### src/rtl/port_dma_pkg.sv
// Shared definitions for the port-bus DMA engine and the peripherals it talks to.
//   - dma_state_t  : engine state encoding (3 bits)
//   - PORT_*_DEF   : default port IDs, also used by the peripheral address decoders
//   - status_full  : extracts the "FIFO full" flag from a status byte
package port_dma_pkg;

    typedef enum logic [2:0] {
        ST_IDLE     = 3'd0,
        ST_SET_ADDR = 3'd1,
        ST_READ_MEM = 3'd2,
        ST_CAPTURE  = 3'd3,
        ST_EVAL     = 3'd4,
        ST_POLL     = 3'd5,
        ST_NEXT     = 3'd6
    } dma_state_t;

    localparam logic [7:0] PORT_ADDR_DEF = 8'h01;   // memory address register (write)
    localparam logic [7:0] PORT_MEM_DEF  = 8'h02;   // memory data (read)
    localparam logic [7:0] PORT_FIFO_DEF = 8'h03;   // FIFO data (write)
    localparam logic [7:0] PORT_STAT_DEF = 8'h04;   // FIFO status (read)

    // Returns the full flag located at bit_idx of a FIFO status byte.
    function automatic logic status_full(input logic [7:0] status, input logic [2:0] bit_idx);
        return status[bit_idx];
    endfunction

endpackage

### src/rtl/port_dma_engine_if.sv
// KCPSM6-style port bus: one port address, one write-data byte, one read-data
// byte and single-cycle read/write qualifiers.
//   master : drives port_id, out_port, write_strobe, read_strobe; receives in_port
//   slave  : the peripheral side, returns in_port one cycle after read_strobe
interface port_dma_engine_if;

    logic [7:0] port_id;
    logic [7:0] out_port;
    logic [7:0] in_port;
    logic       write_strobe;
    logic       read_strobe;

    modport master (
        output port_id,
        output out_port,
        output write_strobe,
        output read_strobe,
        input  in_port
    );

    modport slave (
        input  port_id,
        input  out_port,
        input  write_strobe,
        input  read_strobe,
        output in_port
    );

endinterface

### src/rtl/port_dma_engine.sv
// Port-bus DMA master: copies a programmable run of bytes from a port-mapped
// memory window into a port-mapped FIFO, using the same port_id/strobe bus a
// PicoBlaze would. Supports one-shot and circular jobs, bounded retry while
// the FIFO reports full (error on exhaustion) and abort.
//
// Ports:
//   clk, rst      clock; asynchronous active-high reset
//   start         one-cycle job request, honoured only while idle
//   abort         terminates the current job at the next edge
//   base_addr     first memory address        (latched at start)
//   length        bytes per pass              (latched at start)
//   circular      restart at base after last  (latched at start)
//   busy          job active
//   done          one-cycle pulse at one-shot completion
//   error         sticky retry-exhaustion flag, cleared by the next accepted start
//   count         bytes written to the FIFO in the current pass
//   bus           port bus master (port_id, out_port, in_port, strobes)
//
// Every output is a register. Each state's bus action is computed on the
// transition into that state, so the strobe is high exactly while the engine
// sits in the state that owns it, and in_port (registered by the peripheral)
// is consumed in the following state.
module port_dma_engine
    import port_dma_pkg::*;
#(
    parameter int unsigned ADDR_W    = 8,
    parameter int unsigned LEN_W     = 8,
    parameter logic [7:0]  PORT_ADDR = PORT_ADDR_DEF,
    parameter logic [7:0]  PORT_MEM  = PORT_MEM_DEF,
    parameter logic [7:0]  PORT_FIFO = PORT_FIFO_DEF,
    parameter logic [7:0]  PORT_STAT = PORT_STAT_DEF,
    parameter int unsigned FULL_BIT  = 0,
    parameter int unsigned RETRY_MAX = 255
) (
    input  logic              clk,
    input  logic              rst,
    input  logic              start,
    input  logic              abort,
    input  logic [ADDR_W-1:0] base_addr,
    input  logic [LEN_W-1:0]  length,
    input  logic              circular,
    output logic              busy,
    output logic              done,
    output logic              error,
    output logic [LEN_W-1:0]  count,
    port_dma_engine_if.master bus
);

    // retry only has to count up to RETRY_MAX-1
    localparam int unsigned RETRY_W = (RETRY_MAX > 1) ? $clog2(RETRY_MAX) : 1;

    localparam logic [RETRY_W-1:0] RETRY_LAST = RETRY_W'(RETRY_MAX - 1);
    localparam logic [RETRY_W-1:0] RETRY_ONE  = RETRY_W'(1);
    localparam logic [LEN_W-1:0]   LEN_ONE    = LEN_W'(1);
    localparam logic [LEN_W-1:0]   LEN_ZERO   = LEN_W'(0);
    localparam logic [ADDR_W-1:0]  ADDR_ONE   = ADDR_W'(1);
    localparam logic [2:0]         FULL_IDX   = 3'(FULL_BIT);

    // State and job registers
    dma_state_t          state_r,     state_s;
    logic [ADDR_W-1:0]   base_r,      base_s;
    logic [LEN_W-1:0]    len_r,       len_s;
    logic                circ_r,      circ_s;
    logic [ADDR_W-1:0]   ptr_r,       ptr_s;
    logic [LEN_W-1:0]    remaining_r, remaining_s;
    logic [7:0]          data_r,      data_s;
    logic [RETRY_W-1:0]  retry_r,     retry_s;

    // Output registers
    logic                busy_r,      busy_s;
    logic                done_r,      done_s;
    logic                error_r,     error_s;
    logic [LEN_W-1:0]    count_r,     count_s;
    logic [7:0]          port_id_r,   port_id_s;
    logic [7:0]          out_port_r,  out_port_s;
    logic                wr_r,        wr_s;
    logic                rd_r,        rd_s;

    logic [ADDR_W-1:0]   ptr_inc_s;
    logic                fifo_full_s;

    // Pointer increment wraps naturally modulo 2^ADDR_W.
    assign ptr_inc_s   = ptr_r + ADDR_ONE;
    assign fifo_full_s = status_full(bus.in_port, FULL_IDX);

    // State register and all output/datapath registers
    always_ff @(posedge clk or posedge rst) begin
        if (rst) begin
            state_r     <= ST_IDLE;
            base_r      <= '0;
            len_r       <= '0;
            circ_r      <= 1'b0;
            ptr_r       <= '0;
            remaining_r <= '0;
            data_r      <= '0;
            retry_r     <= '0;
            busy_r      <= 1'b0;
            done_r      <= 1'b0;
            error_r     <= 1'b0;
            count_r     <= '0;
            port_id_r   <= '0;
            out_port_r  <= '0;
            wr_r        <= 1'b0;
            rd_r        <= 1'b0;
        end else begin
            state_r     <= state_s;
            base_r      <= base_s;
            len_r       <= len_s;
            circ_r      <= circ_s;
            ptr_r       <= ptr_s;
            remaining_r <= remaining_s;
            data_r      <= data_s;
            retry_r     <= retry_s;
            busy_r      <= busy_s;
            done_r      <= done_s;
            error_r     <= error_s;
            count_r     <= count_s;
            port_id_r   <= port_id_s;
            out_port_r  <= out_port_s;
            wr_r        <= wr_s;
            rd_r        <= rd_s;
        end
    end

    // Next-state logic; bus values are prepared for the state being entered
    always_comb begin
        state_s     = state_r;
        base_s      = base_r;
        len_s       = len_r;
        circ_s      = circ_r;
        ptr_s       = ptr_r;
        remaining_s = remaining_r;
        data_s      = data_r;
        retry_s     = retry_r;
        busy_s      = busy_r;
        done_s      = 1'b0;
        error_s     = error_r;
        count_s     = count_r;
        port_id_s   = port_id_r;          // port_id holds between strobes
        out_port_s  = out_port_r;
        wr_s        = 1'b0;
        rd_s        = 1'b0;

        if ((state_r != ST_IDLE) && abort) begin
            // Abort beats every other transition; a strobe already on the bus
            // this cycle still completes, no further strobe is issued.
            state_s = ST_IDLE;
            busy_s  = 1'b0;
        end else begin
            case (state_r)
                ST_IDLE: begin
                    if (start && !abort) begin
                        base_s      = base_addr;
                        len_s       = length;
                        circ_s      = circular;
                        ptr_s       = base_addr;
                        remaining_s = length;
                        count_s     = '0;
                        error_s     = 1'b0;
                        if (length != LEN_ZERO) begin
                            state_s    = ST_SET_ADDR;
                            busy_s     = 1'b1;
                            port_id_s  = PORT_ADDR;
                            out_port_s = 8'(base_addr);
                            wr_s       = 1'b1;
                        end else begin
                            // empty job: completes immediately without touching the bus
                            done_s = 1'b1;
                        end
                    end else begin
                        busy_s = 1'b0;
                    end
                end

                ST_SET_ADDR: begin
                    state_s   = ST_READ_MEM;
                    port_id_s = PORT_MEM;
                    rd_s      = 1'b1;
                end

                ST_READ_MEM: begin
                    state_s   = ST_CAPTURE;
                    port_id_s = PORT_STAT;
                    rd_s      = 1'b1;
                end

                ST_CAPTURE: begin
                    // memory responded to READ_MEM's strobe; status read is on the bus now
                    data_s  = bus.in_port;
                    retry_s = '0;
                    state_s = ST_EVAL;
                end

                ST_EVAL: begin
                    if (!fifo_full_s) begin
                        state_s    = ST_NEXT;
                        port_id_s  = PORT_FIFO;
                        out_port_s = data_r;
                        wr_s       = 1'b1;
                        count_s    = count_r + LEN_ONE;
                    end else if (retry_r == RETRY_LAST) begin
                        state_s = ST_IDLE;
                        busy_s  = 1'b0;
                        error_s = 1'b1;
                    end else begin
                        // re-poll status only; the captured memory byte is kept
                        state_s   = ST_POLL;
                        retry_s   = retry_r + RETRY_ONE;
                        port_id_s = PORT_STAT;
                        rd_s      = 1'b1;
                    end
                end

                ST_POLL: begin
                    state_s = ST_EVAL;
                end

                ST_NEXT: begin
                    if (remaining_r == LEN_ONE) begin
                        if (circ_r) begin
                            state_s     = ST_SET_ADDR;
                            ptr_s       = base_r;
                            remaining_s = len_r;
                            count_s     = '0;
                            port_id_s   = PORT_ADDR;
                            out_port_s  = 8'(base_r);
                            wr_s        = 1'b1;
                        end else begin
                            state_s = ST_IDLE;
                            busy_s  = 1'b0;
                            done_s  = 1'b1;
                        end
                    end else begin
                        state_s     = ST_SET_ADDR;
                        ptr_s       = ptr_inc_s;
                        remaining_s = remaining_r - LEN_ONE;
                        port_id_s   = PORT_ADDR;
                        out_port_s  = 8'(ptr_inc_s);
                        wr_s        = 1'b1;
                    end
                end

                default: begin
                    state_s = ST_IDLE;
                    busy_s  = 1'b0;
                end
            endcase
        end
    end

    assign busy             = busy_r;
    assign done             = done_r;
    assign error            = error_r;
    assign count            = count_r;
    assign bus.port_id      = port_id_r;
    assign bus.out_port     = out_port_r;
    assign bus.write_strobe = wr_r;
    assign bus.read_strobe  = rd_r;

endmodule

### src/flat_wrapper.sv
// flat-port wrapper written by rule: the top's interface ports become plain ports
module port_dma_engine_flat import port_dma_pkg::*;
#(
    parameter int unsigned ADDR_W    = 8,
    parameter int unsigned LEN_W     = 8,
    parameter logic [7:0]  PORT_ADDR = PORT_ADDR_DEF,
    parameter logic [7:0]  PORT_MEM  = PORT_MEM_DEF,
    parameter logic [7:0]  PORT_FIFO = PORT_FIFO_DEF,
    parameter logic [7:0]  PORT_STAT = PORT_STAT_DEF,
    parameter int unsigned FULL_BIT  = 0,
    parameter int unsigned RETRY_MAX = 255
)
  (clk, rst, start, abort, base_addr, length, circular, busy, done, error, count, bus_port_id, bus_out_port, bus_write_strobe, bus_read_strobe, bus_in_port);
  port_dma_engine_if bus_i ();
  input  logic clk;
  input  logic rst;
  input  logic start;
  input  logic abort;
  input  logic [ADDR_W-1:0] base_addr;
  input  logic [LEN_W-1:0] length;
  input  logic circular;
  output logic busy;
  output logic done;
  output logic error;
  output logic [LEN_W-1:0] count;
  output wire logic [$bits(bus_i.port_id)-1:0] bus_port_id;
  output wire logic [$bits(bus_i.out_port)-1:0] bus_out_port;
  output wire logic [$bits(bus_i.write_strobe)-1:0] bus_write_strobe;
  output wire logic [$bits(bus_i.read_strobe)-1:0] bus_read_strobe;
  input wire logic [$bits(bus_i.in_port)-1:0] bus_in_port;
  assign bus_port_id = bus_i.port_id;
  assign bus_out_port = bus_i.out_port;
  assign bus_write_strobe = bus_i.write_strobe;
  assign bus_read_strobe = bus_i.read_strobe;
  assign bus_i.in_port = bus_in_port;
  port_dma_engine #(.ADDR_W(ADDR_W), .LEN_W(LEN_W), .PORT_ADDR(PORT_ADDR), .PORT_MEM(PORT_MEM), .PORT_FIFO(PORT_FIFO), .PORT_STAT(PORT_STAT), .FULL_BIT(FULL_BIT), .RETRY_MAX(RETRY_MAX)) u_core (.clk(clk), .rst(rst), .start(start), .abort(abort), .base_addr(base_addr), .length(length), .circular(circular), .busy(busy), .done(done), .error(error), .count(count), .bus(bus_i));
endmodule
### config.mk
export PLATFORM = sky130hd
export DESIGN_NAME = port_dma_engine_flat
export DESIGN_NICKNAME = d
export VERILOG_FILES = /design/src/rtl/port_dma_pkg.sv /design/src/rtl/port_dma_engine_if.sv /design/src/rtl/port_dma_engine.sv /design/src/flat_wrapper.sv
export SDC_FILE = /design/constraint.sdc
export NUM_CORES = 1
export LEC_CHECK = 0
export ABC_AREA = 1
export BUFFER_PORTS_ARGS = -buffer_cell sky130_fd_sc_hd__buf_2
export CORE_ASPECT_RATIO = 0.9
export CORE_MARGIN = 2
export CORE_UTILIZATION = 45
export DETAILED_ROUTE_END_ITERATION = 6
export HOLD_SLACK_MARGIN = 0.02
export PLACE_DENSITY = 0.66
export SETUP_SLACK_MARGIN = 0.4
export SLEW_MARGIN = 25
export SYNTH_ARGS = -nofsm -noshare
export SYNTH_HDL_FRONTEND = slang
export SYNTH_SLANG_ARGS = --single-unit
### constraint.sdc
create_clock -name clk -period 2.9 [get_ports clk]
set_clock_uncertainty 0.05 [all_clocks]
set_input_delay 0.145 -clock clk [delete_from_list [all_inputs] [get_ports clk]]
set_output_delay 0.145 -clock clk [all_outputs]
set_load 0.02 [all_outputs]
==> metrics, run 1 <==
clk root buf=clkbuf_8; total gr overflow=0; Num CTS Buffers=9; Yosys Warn Count=0; R2R Path Start=u_core.state_r[2]$_DFFE_PP0P_; async set-reset flop share out of synthesis=1.000; RD Place Congestion=0.8808; Layout area overhead=18.13%; drt total wl=between 10000 and 15000 um; register share of total power=0.380; combinational share of power=0.442; CTS max path bufs=2; final period utilization=0.7542; grt met1 use=0.3003; Mapped Area=between 0.004 and 0.005 sq mm; vias per cell=4.972; Synth Instances=620; internal power=~0.0026 W; Net Sw Frac=0.4386; switching pwr=0.002057 W; Row Count=33; IO Port Bufs=52; FF-to-FF setup slack=just over 700 ps; Yosys cell types=32; CTS tree=done; Vias=around 4.1k; vias in the first global route=3929; largest area contributor in the netlist=dfrtp_1; Yosys top cell area share=0.4382; CP Max Fanout=21; nets=between 700 and 800; power density cells=about 910 mW/mm^2; hold path cells=3; GR Layer Usage met2=0.3595; crit path capture type=flop; Clock H-tree levels=3; 1st-iter DRT viols=181; die area=0.01045 sq mm; Worst setup SP type=flop; gr busiest metal=met2; Reg clk slew, reported paths=roughly 80 ps; die height=between 90 and 100 um; fin util=0.5544; DRT Pass-1 Iters=5; Pins Over Slew Limit=0; Seq/Total Area, Yosys=0.4382; fraction of layout cells with a size suffix above 1=0.1412; Min Clock Period, post-route=about 2200 ps; synth cell count leaders=nand2_1, dfrtp_1, inv_1; FF+latch count, synth=between 70 and 80; clock power share=0.178; # setup viols final=0; first-pass GRT wire length=~19000 um; clk sinks=76; drt drc=0; routed len/inst=~13 um; GR Layer Usage met3=0.04561; Worst R2R End=u_core.count[1]$_DFFE_PP0P_; worst-margin pin slew=694.2 ps; status=finished, final reports clean; Fin Setup TNS=0 ps; clk_lat worst skew=between 300 and 400 ps; Top FF cell, synth=dfrtp_1; io pins=58; max-cap viol count=0; Leak=~2.8 nW; top-count cell post-synth=nand2_1; Slew HR=0.5365; antenna violations before repair=0; Final Hold Violating Endpoints=0; Detailed Place HPWL=approximately 7800 um; largest cells by area after synthesis=dfrtp_1, nand2_1, inv_1, nand3_1, o21ai_0; VDD IR-drop max=~0.00046 V; Arrival @ worst endpoint=about 2400 ps; worst hold endpoint=u_core.len_r[3]$_DFFE_PP0P_; number of synthesized flops with an enable pin=0; GRT Util Overall=0.2219; RSZ-0062 raised after global routing=false; Hold Path Origin=length[3]; antenna cells=0; Starting Density=0.4693; syn avg cell area=about 7 sq um; DRT antenna net count=0; WS Path Type=flop to flop; Min-Delay Path Class=primary input to flop; WP data required=roughly 3100 ps; die width=~110 um; core area=0.009249 sq mm; Max Freq=0.4572 GHz; largest net degree at the start of global routing=34; Worst R2R Path Depth=10
-- layout make-up --
type / count / area [sq um]
multi-input combinational: 452 / 2057
fill: 934 / 4121
clock buffer: 12 / 155.1
timing repair buffer: 81 / 528.0
sequential: 76 / 1902
inverter: 76 / 285.3
clock inverter: 4 / 47.55
tap: 122 / 152.6
-- cell usage in the layout, fill, tap and decap left out, types with 3 or more instances in the layout --
cell,Yosys,layout
nor3_1,3,3
nor2_4,3,3
inv_1,71,70
buf_4,5,9
o22ai_1,5,5
dfrtp_1,76,76
xor2_1,7,7
nand2_1,241,241
nand2_2,4,4
buf_2,8,52
conb_1,1,5
nor2_1,51,51
nand3_1,46,46
ha_1,6,6
clkbuf_8,0,11
inv_2,5,6
or2_2,3,3
nand4_1,3,3
a21oi_1,14,14
dlygate4sd3_1,0,20
o21ai_0,45,45
xnor2_1,3,3
-- metrics by stage --
step	setup WS, ps	total power (W)	cells	hold WS [ps]	cell area [sq um]
final	712.7	0.004689	823	37.00	5127
after global routing	513.0	0.005116	823	49.72	5127
after CTS	528.4	0.004645	819	28.07	5097
after detailed placement	534.7	0.003777	783	252.0	4695
after global placement	632.0	0.003716	783	240.7	4695
after floorplan	766.7	0.003266	624	211.6	4355
-- power by group through the flow --
| stage | registers (W) | logic (W) | clock network [W] |
|---|---|---|---|
| 2_1_floorplan | 0.00185 | 0.00142 | 0 |
| 3_3_place_gp | 0.00178 | 0.00193 | 0 |
| 3_5_place_dp | 0.00179 | 0.00199 | 0 |
| 4_1_cts | 0.00178 | 0.00201 | 0.000857 |
| 5_1_grt | 0.00183 | 0.00238 | 0.000899 |
| 6_report | 0.00178 | 0.00207 | 0.000837 |
-- routing by layer --
metal  vias to the layer above  routed length [um]
li1                       2064                   -
met1                      1913                4979
met2                       105                5271
met3                        10                 535
met4                         0                 114
met5                         -                   0
-- cell families after synthesis --
family	Yosys count	synth area share
xor+xnor	10	0.02018
compound gates	70	0.08504
buf+inv	96	0.09138
simple gates	359	0.3419
fa+ha+maj	6	0.01730
flops	76	0.4382
mux	2	0.005188
other cells	1	0.0008640
-- worst max-delay path, stage by stage (launching register included) --
cell,delay (ps)
dfrtp_1,410
inv_2,90
nor2_4,180
nand2_4,180
inv_2,330
nand2_1,250
nand3b_1,140
buf_4,160
buf_4,120
nand2_1,60
o21ai_0,110
-- timing repair --
action	CTS	global route
setup buffers	0	4
hold buffers	20	0
endpoints found under the hold margin	50	0
setup endpoints to repair	0	5
gates resized for setup	0	0
-- sequential cells by signal (all words and copies together) (netlist names) --
register / flops
u_core.circ_r: 1
u_core.bus.write_strobe: 1
u_core.bus.read_strobe: 1
u_core.bus.port_id: 3
u_core.remaining_r: 8
u_core.error: 1
u_core.state_r: 3
u_core.bus.out_port: 8
u_core.len_r: 8
u_core.base_r: 8
u_core.retry_r: 8
u_core.ptr_r: 8
u_core.data_r: 8
u_core.busy: 1
u_core.done: 1
u_core.count: 8
-- how the worst max path moves through the flow --
stage	startpoint	endpoint	slack, ps	cells past startpoint
3_5_place_dp	u_core.state_r[2]$_DFFE_PP0P_	u_core.count[7]$_DFFE_PP0P_	530	9
5_1_grt	u_core.state_r[2]$_DFFE_PP0P_	u_core.count[1]$_DFFE_PP0P_	510	10
2_1_floorplan	rst	u_core.base_r[0]$_DFFE_PP0P_	770	1
4_1_cts	u_core.state_r[2]$_DFFE_PP0P_	u_core.count[7]$_DFFE_PP0P_	530	9
6_report	u_core.state_r[2]$_DFFE_PP0P_	u_core.count[1]$_DFFE_PP0P_	710	10
3_3_place_gp	u_core.state_r[0]$_DFFE_PP0P_	u_core.count[7]$_DFFE_PP0P_	630	8
Note: power is estimated with default switching activity, not from simulation.
==> run 2: changes to the inputs <==
Settings changed: ABC_AREA 1 to 0, PLACE_DENSITY 0.66 to 0.68.
Clock period 2.9 ns to 1.95 ns, I/O delays scaled along.
==> run 2 against run 1 <==
- the flow now finishes with violations (setup timing)
- clock power rose by 45%
- global-route usage rose by 2.6 points
- register-to-register slack got worse by 960 ps
- non-clock buffer count rose by 92
- via count did not move
- final cell count fell by 13%
- first-iteration DRC count rose by 52%
- fmax fell by 0.61%
- area after synthesis fell by 3.6%
- setup slack got worse by 960 ps
- final area rose by 25%
- sequential share of layout area fell by 7.4 points
- largest cell class unchanged
- largest power group unchanged
==> metrics, run 2 <==
die height=roughly 95 um; Vias=between 4k and 5k; Max Freq=between 0.4 and 0.5 GHz; async set-reset flop share out of synthesis=1.000; total gr overflow=0; 1st-iter DRT viols=276; power density cells=1071 mW/mm^2; slowest cell on the critical path=a2111o_1; Synth Instances=~430; Worst setup SP type=flop; Seq/Total Area, Yosys=0.4544; Top FF cell, synth=dfrtp_1; Clock H-tree levels=3; Num CTS Buffers=9; nets=around 630; largest area contributor in the netlist=dfrtp_1; CTS max path bufs=2; Worst path depth=8; CP Buf/Inv Count=2; clk root buf=clkbuf_8; worst-margin pin slew=just over 600 ps; Post-Synth Simple-Gate Area=0.1916; most common cell after layout, fill and taps aside=dfrtp_1; IO Port Bufs=between 50 and 60; RSZ-0062 raised after global routing=true; max-cap viol count=0; CTS tree=done; routed len/inst=18.88 um; GRT Util Overall=0.2479; vias in the first global route=3841; antenna violations before repair=0; clk sinks=76; FF+latch count, synth=76; clk_lat worst skew=about 380 ps; setup ws final=-250.8 ps; Mapped Area=between 0.004 and 0.005 sq mm; # setup viols final=37; crit path capture type=flop; final period utilization=1.129; number of synthesized flops with an enable pin=0; Worst R2R Path Depth=8; largest net degree at the start of global routing=58; Final Hold Violating Endpoints=0; Yosys top cell area share=0.4544; WP data required=roughly 2200 ps; post-synthesis compound-gate area fraction=0.1689; io pins=58; Arrival @ worst endpoint=roughly 2500 ps; area of the multi-input gates=about 0.0026 sq mm; syn avg cell area=9.711 sq um; Layout area overhead=53.45%; mux contribution to synthesized area=0.08789; Cells after DPL=638; drt drc=0; drt total wl=~14000 um; fraction of layout cells with a size suffix above 1=0.4605; hold path cells=3; DRT antenna net count=0; CP Max Fanout=3; Starting Density=0.4607; vias per cell=roughly 5.7; family with the most delay on the worst path=simple AND/OR/NAND/NOR gates; Yosys Warn Count=0; WS Path Type=flop to flop; largest family of logic cells by synthesized area=simple AND/OR/NAND/NOR gates; max incr delay on CP=450 ps; die area=0.01009 sq mm; top-count cell post-synth=dfrtp_1; Filler cells=647; failing checks=setup timing; antenna cells=0; Detailed Place HPWL=7609 um; Pins Over Slew Limit=0; Row Count=33; Min-Delay Path Class=primary input to flop; synth cell count leaders=dfrtp_1, nand2_1, o21ai_0; Reg clk slew, reported paths=90 ps; RD Place Congestion=approximately 0.90; status=finished with violations; core area=0.009084 sq mm; register area=~0.0019 sq mm; DRT Pass-1 Iters=5; Min Clock Period, post-route=2201 ps; most frequent cells in the layout=dfrtp_1, buf_4, buf_2; CP Cell Sequence=inv_2, ha_4, buf_4, nor4b_4, nand2_2, a2111o_1, or4_1, o21ai_1; Yosys cell types=between 60 and 70; die width=roughly 110 um; Synth Area in Adders=0.01794; Finished Layout Cells=between 700 and 800; Post-Synth XOR/XNOR Area=0.02930; Slew HR=0.5887; largest cells by area after synthesis=dfrtp_1, mux2_2, o21ai_0, a21oi_1, nand2_1; Power, Total=approximately 0.0069 W; first-pass GRT wire length=slightly below 20000 um; VDD IR-drop max=a little under 0.0006 V; Leak=approximately 2.9 nW
[run 2: cells by family (layout without fill, tap and decap cells)]
family / after synthesis / count (layout)
compound gates: 113 / 113
xor+xnor: 14 / 14
fa+ha+maj: 6 / 6
buf+inv: 42 / 202
flops: 76 / 76
mux: 33 / 33
other cells: 1 / 5
simple gates: 146 / 146
[run 2: cell type report]
class,instances,area share
multi-input cells,317,0.4068
well taps,122,0.02377
inverters,14,0.008767
repair buffers,173,0.2344
flip-flops and latches,76,0.2967
clock buffers,10,0.02143
clock inverters,5,0.008182
[run 2: final timing paths]
kind / endpoint / from / slack, ps
max: u_core.count[6]$_DFFE_PP0P_ / u_core.remaining_r[1]$_DFFE_PP0P_ / -250
min in group asynchronous: u_core.bus.port_id[2]$_DFFE_PP0P_ / rst / 240
min: u_core.len_r[7]$_DFFE_PP0P_ / length[7] / 50
min reg2reg: u_core.len_r[5]$_DFFE_PP0P_ / u_core.len_r[5]$_DFFE_PP0P_ / 430
max in group asynchronous: u_core.remaining_r[5]$_DFFE_PP0P_ / rst / 950
max reg2reg: u_core.count[6]$_DFFE_PP0P_ / u_core.remaining_r[1]$_DFFE_PP0P_ / -250
[run 2: timing repair]
action / in CTS / in global routing
hold buffers: 28 / 0
setup buffers: 18 / 11
pin swaps: 18 / 26
cloned: 3 / 4
resized for setup: 87 / 71
endpoints found under the setup margin: 73 / 75
endpoints found under the hold margin: 55 / 0
[run 2: report_power, final]
group | switching, W | internal [W]
clock | 0.000603 | 0.000612
combinational | 0.00147 | 0.00160
sequential | 0.000464 | 0.00212
total | 0.00254 | 0.00434
[run 2: through the flow]
step	hold slack, ps	cell area [sq um]	utilization	TNS (ps)	worst slack (ps)
after global routing	43.45	6422	0.7070	-8584	-356.1
after floorplan	152.9	4349	-	-3755	-247.6
after global placement	96.09	5071	0.5583	-2905	-231.8
after CTS	30.62	5993	0.6598	-3061	-207.5
final	48.92	6422	0.7070	-5726	-250.8
after detailed placement	101.1	5071	0.5583	-4857	-302.4
[run 2: layer usage]
layer  wire length, um  track usage  vias to the layer above
met3               741      0.04785                       18
met2              6594       0.4022                      156
met5                 0            0                        -
met4               215      0.07675                        0
met1              5986       0.3388                     2044
li1                  -            -                     1874
[run 2: worst register-to-register path, cell delays in order (launching register included)]
cell and delay, ps:
dfrtp_1 410, inv_2 90, ha_4 120, buf_4 110, nor4b_4 270, nand2_2 130, a2111o_1 450, or4_1 420
o21ai_1 90
